==> src/rtl/wb_regfile_pkg.sv <==
// Shared widths and control encodings for the write-back register file.
package wb_regfile_pkg;

    localparam int RegBus     = 32;
    localparam int RegAddrBus = 5;

    localparam logic [RegBus-1:0]     ZeroWord   = '0;
    localparam logic [RegAddrBus-1:0] NOPRegAddr = '0;

    localparam logic WriteEnable  = 1'b1;
    localparam logic WriteDisable = 1'b0;
    localparam logic ReadEnable   = 1'b1;
    localparam logic ReadDisable  = 1'b0;
    localparam logic RstEnable    = 1'b1;

endpackage

==> src/rtl/wb_hilo_reg.sv <==
// HI/LO special registers with optional write-to-read bypass.
// Bypass is compiled in when WB_REGFILE_BYPASS_EN is defined.
module wb_hilo_reg
    import wb_regfile_pkg::*;
#(
    parameter int DATA_W = RegBus
) (
    input  logic              clk,
    input  logic              rst,
    input  logic              whilo,
    input  logic [DATA_W-1:0] hi_i,
    input  logic [DATA_W-1:0] lo_i,
    output logic [DATA_W-1:0] hi_o,
    output logic [DATA_W-1:0] lo_o
);

    logic [DATA_W-1:0] hi_q;
    logic [DATA_W-1:0] lo_q;

    always_ff @(posedge clk) begin
        if (rst == RstEnable) begin
            hi_q <= '0;
            lo_q <= '0;
        end else if (whilo != WriteDisable) begin
            hi_q <= hi_i;
            lo_q <= lo_i;
        end
    end

    always_comb begin
        hi_o = hi_q;
        lo_o = lo_q;
        if (rst == RstEnable) begin
            hi_o = '0;
            lo_o = '0;
        end
`ifdef WB_REGFILE_BYPASS_EN
        else if (whilo == WriteEnable) begin
            hi_o = hi_i;
            lo_o = lo_i;
        end
`endif
    end

endmodule

==> src/rtl/wb_regfile.sv <==
// Write-back sink: 2**ADDR_W x DATA_W GPR file, HI/LO, retired-write counter.
// Define WB_REGFILE_BYPASS_EN to forward same-cycle writes to the read ports.
module wb_regfile
    import wb_regfile_pkg::*;
#(
    parameter int DATA_W = RegBus,
    parameter int ADDR_W = RegAddrBus
) (
    input  logic              clk,
    input  logic              rst,
    input  logic              we,
    input  logic [ADDR_W-1:0] waddr,
    input  logic [DATA_W-1:0] wdata,
    input  logic              whilo,
    input  logic [DATA_W-1:0] hi_i,
    input  logic [DATA_W-1:0] lo_i,
    input  logic              re1,
    input  logic [ADDR_W-1:0] raddr1,
    output logic [DATA_W-1:0] rdata1,
    input  logic              re2,
    input  logic [ADDR_W-1:0] raddr2,
    output logic [DATA_W-1:0] rdata2,
    output logic [DATA_W-1:0] hi_o,
    output logic [DATA_W-1:0] lo_o,
    output logic [31:0]       retire_cnt
);

    localparam int NREG = 2 ** ADDR_W;

    logic [DATA_W-1:0] gpr [NREG];
    logic              gpr_wr;
    logic              retire;

    assign gpr_wr = (we == WriteEnable) && (waddr != NOPRegAddr);
    assign retire = (we == WriteEnable) || (whilo == WriteEnable);

    always_ff @(posedge clk) begin
        if (rst == RstEnable) begin
            for (int i = 0; i < NREG; i++) gpr[i] <= ZeroWord;
        end else if (gpr_wr) begin
            gpr[waddr] <= wdata;
        end
    end

    // Counter wraps naturally; writes to r0 still count as retired.
    always_ff @(posedge clk) begin
        if (rst == RstEnable) retire_cnt <= '0;
        else if (retire)      retire_cnt <= retire_cnt + 32'd1;
    end

    always_comb begin
        rdata1 = gpr[raddr1];
        if (rst == RstEnable)           rdata1 = ZeroWord;
        else if (re1 == ReadDisable)    rdata1 = ZeroWord;
        else if (raddr1 == NOPRegAddr)  rdata1 = ZeroWord;
`ifdef WB_REGFILE_BYPASS_EN
        else if (re1 == ReadEnable && we == WriteEnable && raddr1 == waddr)
            rdata1 = wdata;
`endif
    end

    always_comb begin
        rdata2 = gpr[raddr2];
        if (rst == RstEnable)           rdata2 = ZeroWord;
        else if (re2 == ReadDisable)    rdata2 = ZeroWord;
        else if (raddr2 == NOPRegAddr)  rdata2 = ZeroWord;
`ifdef WB_REGFILE_BYPASS_EN
        else if (re2 == ReadEnable && we == WriteEnable && raddr2 == waddr)
            rdata2 = wdata;
`endif
    end

    wb_hilo_reg #(
        .DATA_W (DATA_W)
    ) u_hilo (
        .clk   (clk),
        .rst   (rst),
        .whilo (whilo),
        .hi_i  (hi_i),
        .lo_i  (lo_i),
        .hi_o  (hi_o),
        .lo_o  (lo_o)
    );

endmodule

==> config.mk <==
export PLATFORM = sky130hd
export DESIGN_NAME = wb_regfile
export DESIGN_NICKNAME = d
export VERILOG_FILES = /design/src/rtl/wb_regfile_pkg.sv /design/src/rtl/wb_hilo_reg.sv /design/src/rtl/wb_regfile.sv
export SDC_FILE = /design/constraint.sdc
export NUM_CORES = 2
export LEC_CHECK = 0
export BUFFER_PORTS_ARGS = -buffer_cell sky130_fd_sc_hd__buf_2
export CAP_MARGIN = 20
export CORE_ASPECT_RATIO = 0.6
export CORE_MARGIN = 2
export CORE_UTILIZATION = 45
export DETAILED_ROUTE_END_ITERATION = 8
export GPL_TIMING_DRIVEN = 0
export SLEW_MARGIN = 20
export SYNTH_ARGS = -nofsm -noshare
export SYNTH_HDL_FRONTEND = slang
export SYNTH_SLANG_ARGS = --single-unit
==> constraint.sdc <==
create_clock -name clk -period 2.8 [get_ports clk]
set_input_delay 0.56 -clock clk [delete_from_list [all_inputs] [get_ports clk]]
set_output_delay 0.56 -clock clk [all_outputs]
set_load 0.01 [all_outputs]
---- After elaboration in Yosys (flattened, before gate mapping) ----
Memories as Yosys holds them, arrays and structs flattened.
Cells that the tools add are included.
cells by class
  $add $sub $neg .......................... 1
  reduce and logical (&&, ||, !) cells .... 6
  mux-type cells .......................... 16
operator list
  kind                                                              number
  32-bit two-way mux                                                9
  32-bit by 1-bit adder with 32-bit output (second input constant)  1
  32-bit OR reduction                                               1
  5-bit zero test                                                   2
  1-bit two-way mux                                                 6
  5-bit two-way mux                                                 1
  5-bit nonzero test                                                1
  1-bit logical AND                                                 1
  1-bit logical OR                                                  1
word-level totals
  word-level logic and storage cells ...... 27
  memory bits (writable) .................. 1024
  register bits after elaboration ......... 96
  memories ................................ 1
  output and inout port bits .............. 160
  input port bits ......................... 117
memories
  memory  depth  bits a word  read ports  clocked after Yosys merged registers in  write ports  line              RTL
  gpr     32     32           2           0                                        32           wb_regfile.sv:30  logic [DATA_W-1:0] gpr [NREG];

---- Depth between registers and ports, before layout ----
  depth after elaboration ................. 7
  gate-level depth with buffers ........... 9
  depth with buffers taken out ............ 6

---- Cells and area by module ----
Synthesis repeated with hierarchy kept, for this count alone.
unflattened totals
  cells, all modules ...................... 4142
  area total of the unflattened synthesis .. 58994.1 µm²
modules (own cells, without submodules)
  module       sequential area each (µm²)  cells an instance  area each (µm²)  times used
  wb_regfile   31390.1                     3865               56257.7          1
  wb_hilo_reg  1281.2                      277                2736.4           1

---- Worst setup path before layout ----
Ideal clock, no wire load.
  path kind ............................... input-to-output
  start point ............................. input raddr1[0]
  end point ............................... output rdata1[20]
  arrival time ............................ 2.183 ns
  stages on the path ...................... 7
  required time ........................... 2.240 ns
  setup slack ............................. 0.057 ns
  cells stage by stage .................... buf_2 buf_4 buf_2 mux4_2 a22o_1 a22oi_1 nand2_1
between the ends
  word-level cells in the longest chain between the ends .. 4
ends and longest elaborated chain
  item                                                        line              RTL
  from (decl)                                                 wb_regfile.sv:18  input logic [ADDR_W-1:0] raddr1,
  memory read 32 x 32 bit or 5-bit zero test (tied branches)  --
  32-bit two-way mux *                                        wb_regfile.sv:55  else if (raddr1 == NOPRegAddr) rdata1 = ZeroWord;
  32-bit two-way mux *                                        wb_regfile.sv:54  else if (re1 == ReadDisable) rdata1 = ZeroWord;
  32-bit two-way mux *                                        wb_regfile.sv:53  if (rst == RstEnable) rdata1 = ZeroWord;
  to (decl)                                                   wb_regfile.sv:19  output logic [DATA_W-1:0] rdata1,
Every way passes the cells marked *; elsewhere a longest branch is shown, timed or not.

==> out/qor.csv <==
stage;metric;value;unit
drt;first_pass_iters;5;
status;violations;setup timing;
grt;overflow;0;
cells_and_area;area_growth;18.8;%
cells_and_area;layout_common_cells;1024 x edfxtp_1, 996 x and2_1, 390 x mux4_2;
clock_tree;cts_buffer_depth;3;
timing;rsz0062_at_grt;true;
drt;routed_wl;216000;µm
placed_design;gp_congestion;0.993;
power_and_ir_drop;pwr-share-comb;14.4;%
grt;antenna_found_initial;8;
timing;maxSlewHeadroom;23.3;%
synth;synth_flop_cell;edfxtp_1;
power_and_ir_drop;p_leak;25.1;nW
synth;syn_area;59000;µm²
setup_path;cp_max_fo;2;
synth;ys_seq_area_share;55.3;%
clock_tree;holdBufCountCts;0;
cells_and_area;seqCellArea;32700;µm²
synth;yosysTopAreaCellShare;52.1;%
timing;finalCritPeriodShare;114;%
floorplan;dieArea;134000;µm²
drt;route.vias.total;40600;
drt;avgViaCountPerCell;6.33;
placed_design;dp_hpwl;161000;µm
grt;track_usage;31.8;%
floorplan;fp.dieW;472;µm
synth;syn_inst;4165;
synth;synth-edff-count;1024;
timing;fin_hold_ws;42.7;ps
floorplan;die_h;285;µm
power_and_ir_drop;power_density;570;nW/µm²
setup_path;cp_data_required_time;2240;ps
placed_design;placed_cells;6184;
grt;met2_usage;41.9;%
hold_path;hp-class;input port to flop;
floorplan;start_util;45.6;%
timing;fin_setup_tns;-15990;ps
timing;period_minus_slack;3200;ps
clock_tree;clock_latency;760;ps
setup_path;crit_type;flop to primary output;
floorplan;core;130000;µm²
grt;met3_usage;10.1;%
timing;hold_viol;0;
clock_tree;cts.htree.levels;3;
setup_path;cp.arrival;2640;ps
timing;tightest_slew;1150;ps
clock_tree;cts_tree;built;
timing;fmax;313;MHz
drt;drc;0;
grt;grt-busiest-layer;met1;
synth;yosys-mux-area-fraction;23.1;%
flow_run;maxCapViolCount;0;
synth;ys_ff_latch;1120;
setup_path;crit_path_end_kind;primary output;
power_and_ir_drop;peakVddDrop;0.530;mV
synth;synth_largest_area_cell;edfxtp_1;
drt;wl_per_cell;33.6;µm
floorplan;ios;277;
cells_and_area;layout_commonest_cell;edfxtp_1;
floorplan;core.rowCount;102;
grt;use_met1;50.0;%
synth;ys_types;44;
timing;setup_viol;64;
clock_tree;clock_sink_count;1120;
power_and_ir_drop;power_frac_seq;48.9;%
cells_and_area;drive_above_1_share;35.8;%
power_and_ir_drop;p_sw;10.5;mW
power_and_ir_drop;power.internal;29.5;mW
synth;avgSynthCellArea;14.2;µm²
grt;grt_pass1_wl;300000;µm
grt;grt_max_degree;33;
synth;yosys.area_share.simple;14.2;%
synth;yosys_warnings;0;
cells_and_area;multi_input_area;26600;µm²
status;status;finished with violations;
synth;synth_top_family_by_area;multiplexers;
power_and_ir_drop;p_sw_share;26.2;%
cells_and_area;nets;4720;
synth;synth_xor_area_share;0.386;%
synth;synthAdderAreaFrac;0.0212;%
drt;drt_iter0_markers;6092;
power_and_ir_drop;clkPwrFrac;36.6;%
setup_path;start_kind;flop;
synth;synth-compound-area-share;3.88;%
grt;grt_pass1_vias;39300;
synth;synthArstFlopShare;0;%
clock_tree;path_clk_slew;70;ps
placed_design;post-place-ws;-2090;ps
timing;clock_skew;18.3;ps
cells_and_area;nFillCells;10700;
synth;synth_area_leaders;edfxtp_1 52%, mux4_2 15%, and2_1 11%;
timing;setup_ws;-400;ps
clock_tree;root_buffer;clkbuf_16;
drt;ant_nets;0;
cells_and_area;final_cells;6409;
power_and_ir_drop;p_total;40.0;mW
placed_design;portBuffers;270;
clock_tree;cts_made_buffers;108;
timing;finalMaxSlewViolations;0;
## path summary, 6_finish.rpt
kind / startpoint / to / slack (ps) / cells past startpoint
setup reg to reg: retire_cnt[0]$_SDFFE_PP0P_ / retire_cnt[30]$_SDFFE_PP0P_ / 500 / 6
hold reg to reg: u_hilo.hi_q[0]$_SDFFE_PP0P_ / u_hilo.hi_q[0]$_SDFFE_PP0P_ / 490 / 2
setup / recovery: gpr[6][5]$_SDFFCE_PN0P_ / rdata2[5] / -400 / 6
hold / removal: lo_i[13] / u_hilo.lo_q[13]$_SDFFE_PP0P_ / 40 / 3
## timing repair
item	CTS	global route
pin swaps	102	42
endpoints found under the setup margin	647	90
gates cloned	2	3
buffers inserted	17	7
gates resized for setup	852	120
## cell usage after synthesis, types with 20 or more instances
| master | number |
|---|---|
| buf_1 | 20 |
| a22oi_1 | 62 |
| o22ai_1 | 186 |
| buf_2 | 76 |
| xor2_1 | 22 |
| edfxtp_1 | 1024 |
| a22o_1 | 62 |
| nor3_1 | 64 |
| clkbuf_1 | 307 |
| nor2_1 | 132 |
| or2_2 | 33 |
| dfxtp_1 | 96 |
| and2_1 | 996 |
| mux2i_1 | 66 |
| nor2b_1 | 65 |
| mux2_2 | 372 |
| nand2_1 | 83 |
| mux4_2 | 390 |
## cell type report
cell class / count / area share (%)
antenna: 3 / 0.0107
clock buffer: 145 / 4.20
multi-input combinational: 2646 / 37.9
tap: 1716 / 3.06
sequential: 1120 / 46.6
buffer: 420 / 4.67
clock inverter: 53 / 0.562
timing repair buffer: 301 / 3.03
inverter: 5 / 0.0285
## critical path, cell delays in order, from the launching register on
cell      delay, ps
edfxtp_1        370
buf_4           140
mux4_2          480
mux2_4          290
a22oi_2         290
nand2_1         140
buf_2           170
## flip-flops by register name (all words and copies together), names as in the netlist
signal and flops:
retire_cnt 32, u_hilo.lo_q 32, u_hilo.hi_q 32, gpr 1024
## logic make-up (layout without fill, tap and decap cells)
logic type / count (synthesis) / count (layout)
xor+xnor: 26 / 26
mux: 828 / 828
other cells: 1 / 35
flops: 1120 / 1120
compound gates: 329 / 329
buf+inv: 430 / 924
fa+ha+maj: 1 / 1
simple gates: 1430 / 1430
## layer usage
metal | part of all wire [%] | wire length, µm
met1 | 44 | 95200
met2 | 39 | 84300
met3 | 14 | 29600
met4 | 3.0 | 6530
met5 | 0.0060 | 13
## power by group through the flow
stage | Clock [mW] | Combinational [mW] | Sequential (mW)
after floorplan | 0 | 3.00 | 19.7
after global placement | 0 | 4.79 | 19.9
after detailed placement | 0 | 4.84 | 19.9
after CTS | 14.6 | 5.54 | 19.6
after global routing | 15.2 | 5.95 | 19.7
final | 14.7 | 5.78 | 19.6
## stage by stage
stage	utilization, %	cell area, µm²
floorplan	-	59200
global placement	48.4	62700
detailed placement	48.4	62700
CTS	53.6	69500
global route	54.1	70100
finish	54.1	70100
Power figures use the tool's default switching activity.
